$ cat src/rtl/regfile_sb_pkg.sv
`default_nettype none
// ============================================================================
// Module      : regfile_sb_pkg
// Description : Shared LC-3b word/register types and operand-slot FSM states.
// Revision    : 1.0 - initial release
// ============================================================================
package regfile_sb_pkg;

    localparam int c_WORD_W   = 16;
    localparam int c_NUM_REGS = 8;
    localparam int c_REG_W    = $clog2(c_NUM_REGS);

    typedef logic [c_WORD_W-1:0]   lc3b_word;
    typedef logic [c_REG_W-1:0]    lc3b_reg;
    typedef logic [c_NUM_REGS-1:0] lc3b_pending;

    typedef enum logic [0:0] {
        SLOT_EMPTY = 1'b0,
        SLOT_FULL  = 1'b1
    } slot_state_e;

endpackage
`default_nettype wire

$ cat src/rtl/regfile_sb_if.sv
`default_nettype none
// ============================================================================
// Module      : regfile_sb_if
// Description : Issue, operand and writeback bus of the operand-fetch stage.
// Revision    : 1.0 - initial release
// ============================================================================
interface regfile_sb_if #(
    parameter int WIDTH    = 16,
    parameter int NUM_REGS = 8
);
    localparam int IDX_W = $clog2(NUM_REGS);

    logic             iss_valid;
    logic             iss_ready;
    logic [IDX_W-1:0] iss_sr1;
    logic [IDX_W-1:0] iss_sr2;
    logic             iss_use2;
    logic [WIDTH-1:0] iss_imm;
    logic [IDX_W-1:0] iss_dest;
    logic             iss_wr;

    logic             op_valid;
    logic             op_ready;
    logic [WIDTH-1:0] op_a;
    logic [WIDTH-1:0] op_b;
    logic [IDX_W-1:0] op_dest;
    logic             op_wr;

    logic             wb_valid;
    logic [IDX_W-1:0] wb_reg;
    logic [WIDTH-1:0] wb_data;

    modport master (
        output iss_valid, iss_sr1, iss_sr2, iss_use2, iss_imm, iss_dest, iss_wr,
        input  iss_ready,
        input  op_valid, op_a, op_b, op_dest, op_wr,
        output op_ready,
        output wb_valid, wb_reg, wb_data
    );

    modport slave (
        input  iss_valid, iss_sr1, iss_sr2, iss_use2, iss_imm, iss_dest, iss_wr,
        output iss_ready,
        output op_valid, op_a, op_b, op_dest, op_wr,
        input  op_ready,
        input  wb_valid, wb_reg, wb_data
    );
endinterface
`default_nettype wire

$ cat src/rtl/regfile_sb_scoreboard.sv
`default_nettype none
// ============================================================================
// Module      : regfile_scoreboard
// Description : Pending-write bits with RAW/WAW hazard detection.
//               REGFILE_SB_BYPASS_EN: same-cycle writeback resolves a hazard.
// Revision    : 1.0 - initial release
// ============================================================================
module regfile_scoreboard
    import regfile_sb_pkg::*;
#(
    parameter int NUM_REGS = c_NUM_REGS,
    parameter int IDX_W    = $clog2(NUM_REGS)
) (
    input  wire logic             clk,
    input  wire logic             rst,
    input  wire logic             i_set_en,
    input  wire logic [IDX_W-1:0] i_set_reg,
    input  wire logic             i_clr_en,
    input  wire logic [IDX_W-1:0] i_clr_reg,
    input  wire logic [IDX_W-1:0] i_sr1,
    input  wire logic [IDX_W-1:0] i_sr2,
    input  wire logic             i_use2,
    input  wire logic [IDX_W-1:0] i_dest,
    input  wire logic             i_wr,
    output logic                  o_hazard,
    output logic                  o_byp_a,
    output logic                  o_byp_b
);

    logic [NUM_REGS-1:0] r_pending;
    logic [NUM_REGS-1:0] w_pending_nxt;
    logic [NUM_REGS-1:0] w_pending_eff;

    // Set is applied after clear so an issue re-claiming a register wins.
    always_comb begin
        w_pending_nxt = r_pending;
        if (i_clr_en) w_pending_nxt[i_clr_reg] = 1'b0;
        if (i_set_en) w_pending_nxt[i_set_reg] = 1'b1;
    end

    always_ff @(posedge clk or posedge rst) begin
        if (rst) r_pending <= '0;
        else     r_pending <= w_pending_nxt;
    end

`ifdef REGFILE_SB_BYPASS_EN
    always_comb begin
        w_pending_eff = r_pending;
        if (i_clr_en) w_pending_eff[i_clr_reg] = 1'b0;
    end
    assign o_byp_a = i_clr_en && (i_clr_reg == i_sr1);
    assign o_byp_b = i_clr_en && (i_clr_reg == i_sr2);
`else
    assign w_pending_eff = r_pending;
    assign o_byp_a       = 1'b0;
    assign o_byp_b       = 1'b0;
`endif

    assign o_hazard = w_pending_eff[i_sr1]
                    | (i_use2 & w_pending_eff[i_sr2])
                    | (i_wr   & w_pending_eff[i_dest]);

endmodule
`default_nettype wire

$ cat src/rtl/regfile_sb.sv
`default_nettype none
// ============================================================================
// Module      : regfile_sb
// Description : LC-3b operand-fetch stage: register file, scoreboard and a
//               registered operand slot. Option macro: REGFILE_SB_BYPASS_EN.
// Revision    : 1.0 - initial release
// ============================================================================
module regfile_sb
    import regfile_sb_pkg::*;
#(
    parameter int WIDTH    = c_WORD_W,
    parameter int NUM_REGS = c_NUM_REGS
) (
    input  wire logic   clk,
    input  wire logic   rst,
    regfile_sb_if.slave bus
);

    localparam int IDX_W = $clog2(NUM_REGS);

    logic [WIDTH-1:0] r_rf [NUM_REGS];
    slot_state_e      r_state;
    slot_state_e      w_state_nxt;
    logic [WIDTH-1:0] r_op_a;
    logic [WIDTH-1:0] r_op_b;
    logic [IDX_W-1:0] r_op_dest;
    logic             r_op_wr;

    logic             w_hazard;
    logic             w_byp_a;
    logic             w_byp_b;
    logic             w_accept;
    logic [WIDTH-1:0] w_rd_a;
    logic [WIDTH-1:0] w_rd_b;

    regfile_scoreboard #(
        .NUM_REGS (NUM_REGS),
        .IDX_W    (IDX_W)
    ) u_scoreboard (
        .clk       (clk),
        .rst       (rst),
        .i_set_en  (w_accept && bus.iss_wr),
        .i_set_reg (bus.iss_dest),
        .i_clr_en  (bus.wb_valid),
        .i_clr_reg (bus.wb_reg),
        .i_sr1     (bus.iss_sr1),
        .i_sr2     (bus.iss_sr2),
        .i_use2    (bus.iss_use2),
        .i_dest    (bus.iss_dest),
        .i_wr      (bus.iss_wr),
        .o_hazard  (w_hazard),
        .o_byp_a   (w_byp_a),
        .o_byp_b   (w_byp_b)
    );

    assign bus.iss_ready = !w_hazard && ((r_state == SLOT_EMPTY) || bus.op_ready);
    assign w_accept      = bus.iss_valid && bus.iss_ready;

    assign w_rd_a = w_byp_a ? bus.wb_data : r_rf[bus.iss_sr1];
    assign w_rd_b = !bus.iss_use2 ? bus.iss_imm
                  : (w_byp_b ? bus.wb_data : r_rf[bus.iss_sr2]);

    always_ff @(posedge clk or posedge rst) begin
        if (rst) begin
            for (int i = 0; i < NUM_REGS; i++) r_rf[i] <= '0;
        end else if (bus.wb_valid) begin
            r_rf[bus.wb_reg] <= bus.wb_data;
        end
    end

    always_ff @(posedge clk or posedge rst) begin
        if (rst) r_state <= SLOT_EMPTY;
        else     r_state <= w_state_nxt;
    end

    always_comb begin
        w_state_nxt = r_state;
        case (r_state)
            SLOT_EMPTY: if (w_accept) w_state_nxt = SLOT_FULL;
            SLOT_FULL:  if (bus.op_ready && !w_accept) w_state_nxt = SLOT_EMPTY;
            default:    w_state_nxt = SLOT_EMPTY;
        endcase
    end

    // Operands only load on accept, which keeps them stable while stalled.
    always_ff @(posedge clk or posedge rst) begin
        if (rst) begin
            r_op_a    <= '0;
            r_op_b    <= '0;
            r_op_dest <= '0;
            r_op_wr   <= 1'b0;
        end else if (w_accept) begin
            r_op_a    <= w_rd_a;
            r_op_b    <= w_rd_b;
            r_op_dest <= bus.iss_dest;
            r_op_wr   <= bus.iss_wr;
        end
    end

    assign bus.op_valid = (r_state == SLOT_FULL);
    assign bus.op_a     = r_op_a;
    assign bus.op_b     = r_op_b;
    assign bus.op_dest  = r_op_dest;
    assign bus.op_wr    = r_op_wr;

endmodule
`default_nettype wire

$ cat src/flat_wrapper.sv
// flat-port wrapper written by rule: the top's interface ports become plain ports
module regfile_sb_flat import regfile_sb_pkg::*;
#(
    parameter int WIDTH    = c_WORD_W,
    parameter int NUM_REGS = c_NUM_REGS
)
  (clk, rst, bus_iss_valid, bus_iss_sr1, bus_iss_sr2, bus_iss_use2, bus_iss_imm, bus_iss_dest, bus_iss_wr, bus_iss_ready, bus_op_valid, bus_op_a, bus_op_b, bus_op_dest, bus_op_wr, bus_op_ready, bus_wb_valid, bus_wb_reg, bus_wb_data);
  regfile_sb_if #(.WIDTH(WIDTH), .NUM_REGS(NUM_REGS)) bus_i ();
  input  wire logic clk;
  input  wire logic rst;
  input wire logic [$bits(bus_i.iss_valid)-1:0] bus_iss_valid;
  input wire logic [$bits(bus_i.iss_sr1)-1:0] bus_iss_sr1;
  input wire logic [$bits(bus_i.iss_sr2)-1:0] bus_iss_sr2;
  input wire logic [$bits(bus_i.iss_use2)-1:0] bus_iss_use2;
  input wire logic [$bits(bus_i.iss_imm)-1:0] bus_iss_imm;
  input wire logic [$bits(bus_i.iss_dest)-1:0] bus_iss_dest;
  input wire logic [$bits(bus_i.iss_wr)-1:0] bus_iss_wr;
  output wire logic [$bits(bus_i.iss_ready)-1:0] bus_iss_ready;
  output wire logic [$bits(bus_i.op_valid)-1:0] bus_op_valid;
  output wire logic [$bits(bus_i.op_a)-1:0] bus_op_a;
  output wire logic [$bits(bus_i.op_b)-1:0] bus_op_b;
  output wire logic [$bits(bus_i.op_dest)-1:0] bus_op_dest;
  output wire logic [$bits(bus_i.op_wr)-1:0] bus_op_wr;
  input wire logic [$bits(bus_i.op_ready)-1:0] bus_op_ready;
  input wire logic [$bits(bus_i.wb_valid)-1:0] bus_wb_valid;
  input wire logic [$bits(bus_i.wb_reg)-1:0] bus_wb_reg;
  input wire logic [$bits(bus_i.wb_data)-1:0] bus_wb_data;
  assign bus_i.iss_valid = bus_iss_valid;
  assign bus_i.iss_sr1 = bus_iss_sr1;
  assign bus_i.iss_sr2 = bus_iss_sr2;
  assign bus_i.iss_use2 = bus_iss_use2;
  assign bus_i.iss_imm = bus_iss_imm;
  assign bus_i.iss_dest = bus_iss_dest;
  assign bus_i.iss_wr = bus_iss_wr;
  assign bus_iss_ready = bus_i.iss_ready;
  assign bus_op_valid = bus_i.op_valid;
  assign bus_op_a = bus_i.op_a;
  assign bus_op_b = bus_i.op_b;
  assign bus_op_dest = bus_i.op_dest;
  assign bus_op_wr = bus_i.op_wr;
  assign bus_i.op_ready = bus_op_ready;
  assign bus_i.wb_valid = bus_wb_valid;
  assign bus_i.wb_reg = bus_wb_reg;
  assign bus_i.wb_data = bus_wb_data;
  regfile_sb #(.WIDTH(WIDTH), .NUM_REGS(NUM_REGS)) u_core (.clk(clk), .rst(rst), .bus(bus_i));
endmodule
$ cat config.mk
export PLATFORM = sky130hd
export DESIGN_NAME = regfile_sb_flat
export DESIGN_NICKNAME = d
export VERILOG_FILES = /design/src/rtl/regfile_sb_pkg.sv /design/src/rtl/regfile_sb_if.sv /design/src/rtl/regfile_sb_scoreboard.sv /design/src/rtl/regfile_sb.sv /design/src/flat_wrapper.sv
export SDC_FILE = /design/constraint.sdc
export NUM_CORES = 1
export LEC_CHECK = 0
export CORE_MARGIN = 1
export CORE_UTILIZATION = 30
export DETAILED_ROUTE_END_ITERATION = 6
export GPL_ROUTABILITY_DRIVEN = 0
export HOLD_SLACK_MARGIN = 0.05
export PLACE_DENSITY = 0.5
export SYNTH_ARGS = -nofsm -noshare
export SYNTH_HDL_FRONTEND = slang
export SYNTH_HIERARCHICAL = 1
export SYNTH_SLANG_ARGS = --single-unit
export TNS_END_PERCENT = 100
$ cat constraint.sdc
create_clock -name clk -period 6.7 [get_ports clk]
set_input_delay 1.005 -clock clk [delete_from_list [all_inputs] [get_ports clk]]
set_output_delay 1.005 -clock clk [all_outputs]
set_load 0.01 [all_outputs]
==> metrics.txt <==
# H-tree levels=4; clock root buffer=clkbuf_16; CTS sink count=173; cell internal pwr=2490 µW; crit path max fanout=5; detailed placement HPWL=15900 µm; num rows=64; Hold Crit Class=reg -> reg; initial DRC count=317; unrepaired setup endpoints after global routing=no; slew of the pin with the lowest slew margin=1.20 ns; post-route minimum period=4.48 ns; Mean Syn Cell Area=14.1 µm²; die width=approximately 180 µm; Via density=5.33; largest net degree at the start of global routing=98; post-route clock period utilization=0.669; Starting Density=0.305; Ports=89; CP cell instances=clkdlybuf4s50_1 > mux4_1 > mux2_2 > a221oi_2 > o21ai_1 > nor2_1 > clkdlybuf4s50_1; final hold vios=0; Antenna diodes=0; Nets=about 770; Gate Count Post-Synth=between 600 and 700; CTS Buf Count=17; max_cap viols=0; Routed Antenna Nets=0; DRT Pass-1 Iters=4; hold_buf cts=0; Overflow after GRT=0; Multi-input gate area=around 4700 µm²; # DRC=0; critical path required time=5.69 ns; die height=178 µm; CP most frequent cell=clkdlybuf4s50_1; Ys Warns=6; NetSw=between 1000 and 1500 µW; register area share after synthesis=0.465; Startpoint Class=input pin; Worst EP arrival=about 3.5 ns; Seq pwr share=0.431; fin. max-slew vios=0; sw frac=0.300; synthesized cell area=a little over 9000 µm²; Core Region=30600 µm²; Setup CP Type=in -> out; Comb power frac=0.296; TNS Setup=0 ns; Die ar.=31800 µm²; Layout Skew=a little under 0.01 ns; Netlist cell types=37; P_leak=approximately 0.0045 µW; DR vias=~6000; number of buffers added on ports=88; initial antenna violation count=0; pwr dens=321 nW/µm²; Power Total=~3600 µW; Max Freq=0.223 GHz; status=finished, final reports clean; Worst-path clk slew=0.07 ns; fill count=2938; first-pass GRT wire length=38600 µm; clock share of power=0.274; register area=4330 µm²; Area Overhead vs Synth=18.7%; Max transition margin=0.196; peak supply drop=0.119 mV; share of layout cells above drive strength 1=0.336; Slowest-stage cell, CP=mux4_1; vias in the first global route=6369; Final setup viols=0; Overall Global Routing Usage=0.165; Bufs on Longest Clock Path=2; Post-CTS Setup Inserts=0; Inst Count DP=1099; max incr delay on CP=0.58 ns; Routed WL per cell=22.3 µm; post_cts resized=0; CTS tree=yes; FF+latch count, synth=roughly 170; drt total wl=25200 µm; crit end category=output pin; worst skew pair latency=0.43 ns; Non-Filler Instances=1131
## state kept, by name, indices dropped and copies added (netlist names)
register / count
u_core/bus.op_wr: 1
u_core/bus.op_dest: 3
u_core/u_scoreboard/r_pending: 8
u_core/r_rf: 128
u_core/bus.op_b: 16
u_core/bus.op_valid: 1
u_core/bus.op_a: 16
## cell families after synthesis
logic type | share of synthesized area
muxes | 0.389
DFF | 0.465
and+or+nand+nor | 0.0578
AOI/OAI and AO/OA | 0.0522
buffers and inverters | 0.0361
other | 0.000403
## per-stage QoR
stage | instance area [µm²] | worst slack (ns) | hold slack, ns | util
floorplan | 9320 | 1.23 | 0.488 | -
global placement | 10500 | 2.24 | 0.459 | 0.343
detailed placement | 10500 | 2.16 | 0.473 | 0.343
CTS | 11100 | 2.21 | 0.490 | 0.362
global route | 11100 | 2.12 | 0.522 | 0.362
finish | 11100 | 2.22 | 0.481 | 0.362
## per-layer routing
layer / share of wire / GRT usage
met1: 0.47 / 0.220
met2: 0.49 / 0.274
met3: 0.037 / 0.0341
met4: 0.0093 / 0.0385
met5: 0 / 0
## cells in the mapped netlist (all sizes together)
cell type | count | area, µm²
a21o | 1 | 7.51
a221oi | 1 | 15.0
a311oi | 6 | 52.6
a32oi | 10 | 87.6
and2 | 1 | 6.26
and3 | 1 | 6.26
buf | 35 | 211
clkbuf | 30 | 118
conb | 1 | 3.75
dfrtp | 173 | 4330
inv | 2 | 7.51
mux2 | 145 | 1630
mux2i | 34 | 340
mux4 | 69 | 1650
nand2 | 44 | 165
nand2b | 18 | 113
nand3 | 1 | 5.00
nand3b | 10 | 75.1
nand4 | 1 | 6.26
nand4b | 3 | 26.3
nor2 | 7 | 26.3
nor2b | 9 | 56.3
nor3 | 2 | 20.0
nor3b | 3 | 32.5
o211ai | 9 | 67.6
o21ai | 36 | 180
o221ai | 1 | 8.76
o22ai | 6 | 37.5
o31ai | 4 | 30.0
## cell type report
| cell class | instances | share of cell area |
|---|---|---|
| multi-input cells | 424 | 0.421 |
| flip-flops and latches | 173 | 0.391 |
| repair buffers | 104 | 0.0892 |
| well taps | 396 | 0.0448 |
| clock buffers | 19 | 0.0401 |
| clock inverters | 13 | 0.0119 |
| inverters | 2 | 0.00113 |
## final timing paths
path | end | cells after the start | start | slack [ns]
max | bus_iss_ready | 7 | bus_iss_dest[0] | 2.22
min reg2reg | u_core/bus.op_dest[1]$_DFFE_PP0P_ | 2 | u_core/bus.op_dest[1]$_DFFE_PP0P_ | 0.48
max reg2reg | u_core/bus.op_b[0]$_DFFE_PP0P_ | 8 | u_core/u_scoreboard/r_pending[1]$_DFF_PP0_ | 3.37
max in group asynchronous | u_core/r_rf[53]$_DFFE_PP0P_ | 3 | rst | 4.07
min in group asynchronous | u_core/u_scoreboard/r_pending[5]$_DFF_PP0_ | 2 | rst | 0.93
min | u_core/bus.op_dest[1]$_DFFE_PP0P_ | 2 | u_core/bus.op_dest[1]$_DFFE_PP0P_ | 0.48
## worst max-delay path, delay by kind of cell
kind,cells,cell delay (ns)
AOI/OAI and AO/OA,2,0.38
muxes,2,0.86
buffers and inverters,2,1.11
and+or+nand+nor,1,0.12
## power by group through the flow
stage / sequential (µW) / combinational [µW] / clock [µW]
global route: 1570 / 1140 / 1050
CTS: 1530 / 1060 / 1000
floorplan: 1530 / 614 / 0
detailed placement: 1550 / 1060 / 0
global placement: 1520 / 1030 / 0
finish: 1530 / 1050 / 973
## cell usage in the layout (no fill, tap or decap), drive strengths merged, types with 7 or more instances in the layout
| master | instances |
|---|---|
| a32oi | 10 |
| buf | 19 |
| clkbuf | 19 |
| clkdlybuf4s50 | 85 |
| dfrtp | 173 |
| inv | 7 |
| mux2 | 145 |
| mux2i | 34 |
| mux4 | 69 |
| nand2 | 44 |
| nand2b | 18 |
| nand3b | 10 |
| nor2 | 7 |
| nor2b | 9 |
| o211ai | 9 |
| o21ai | 36 |
No activity file was read; power rests on OpenSTA's default activity.
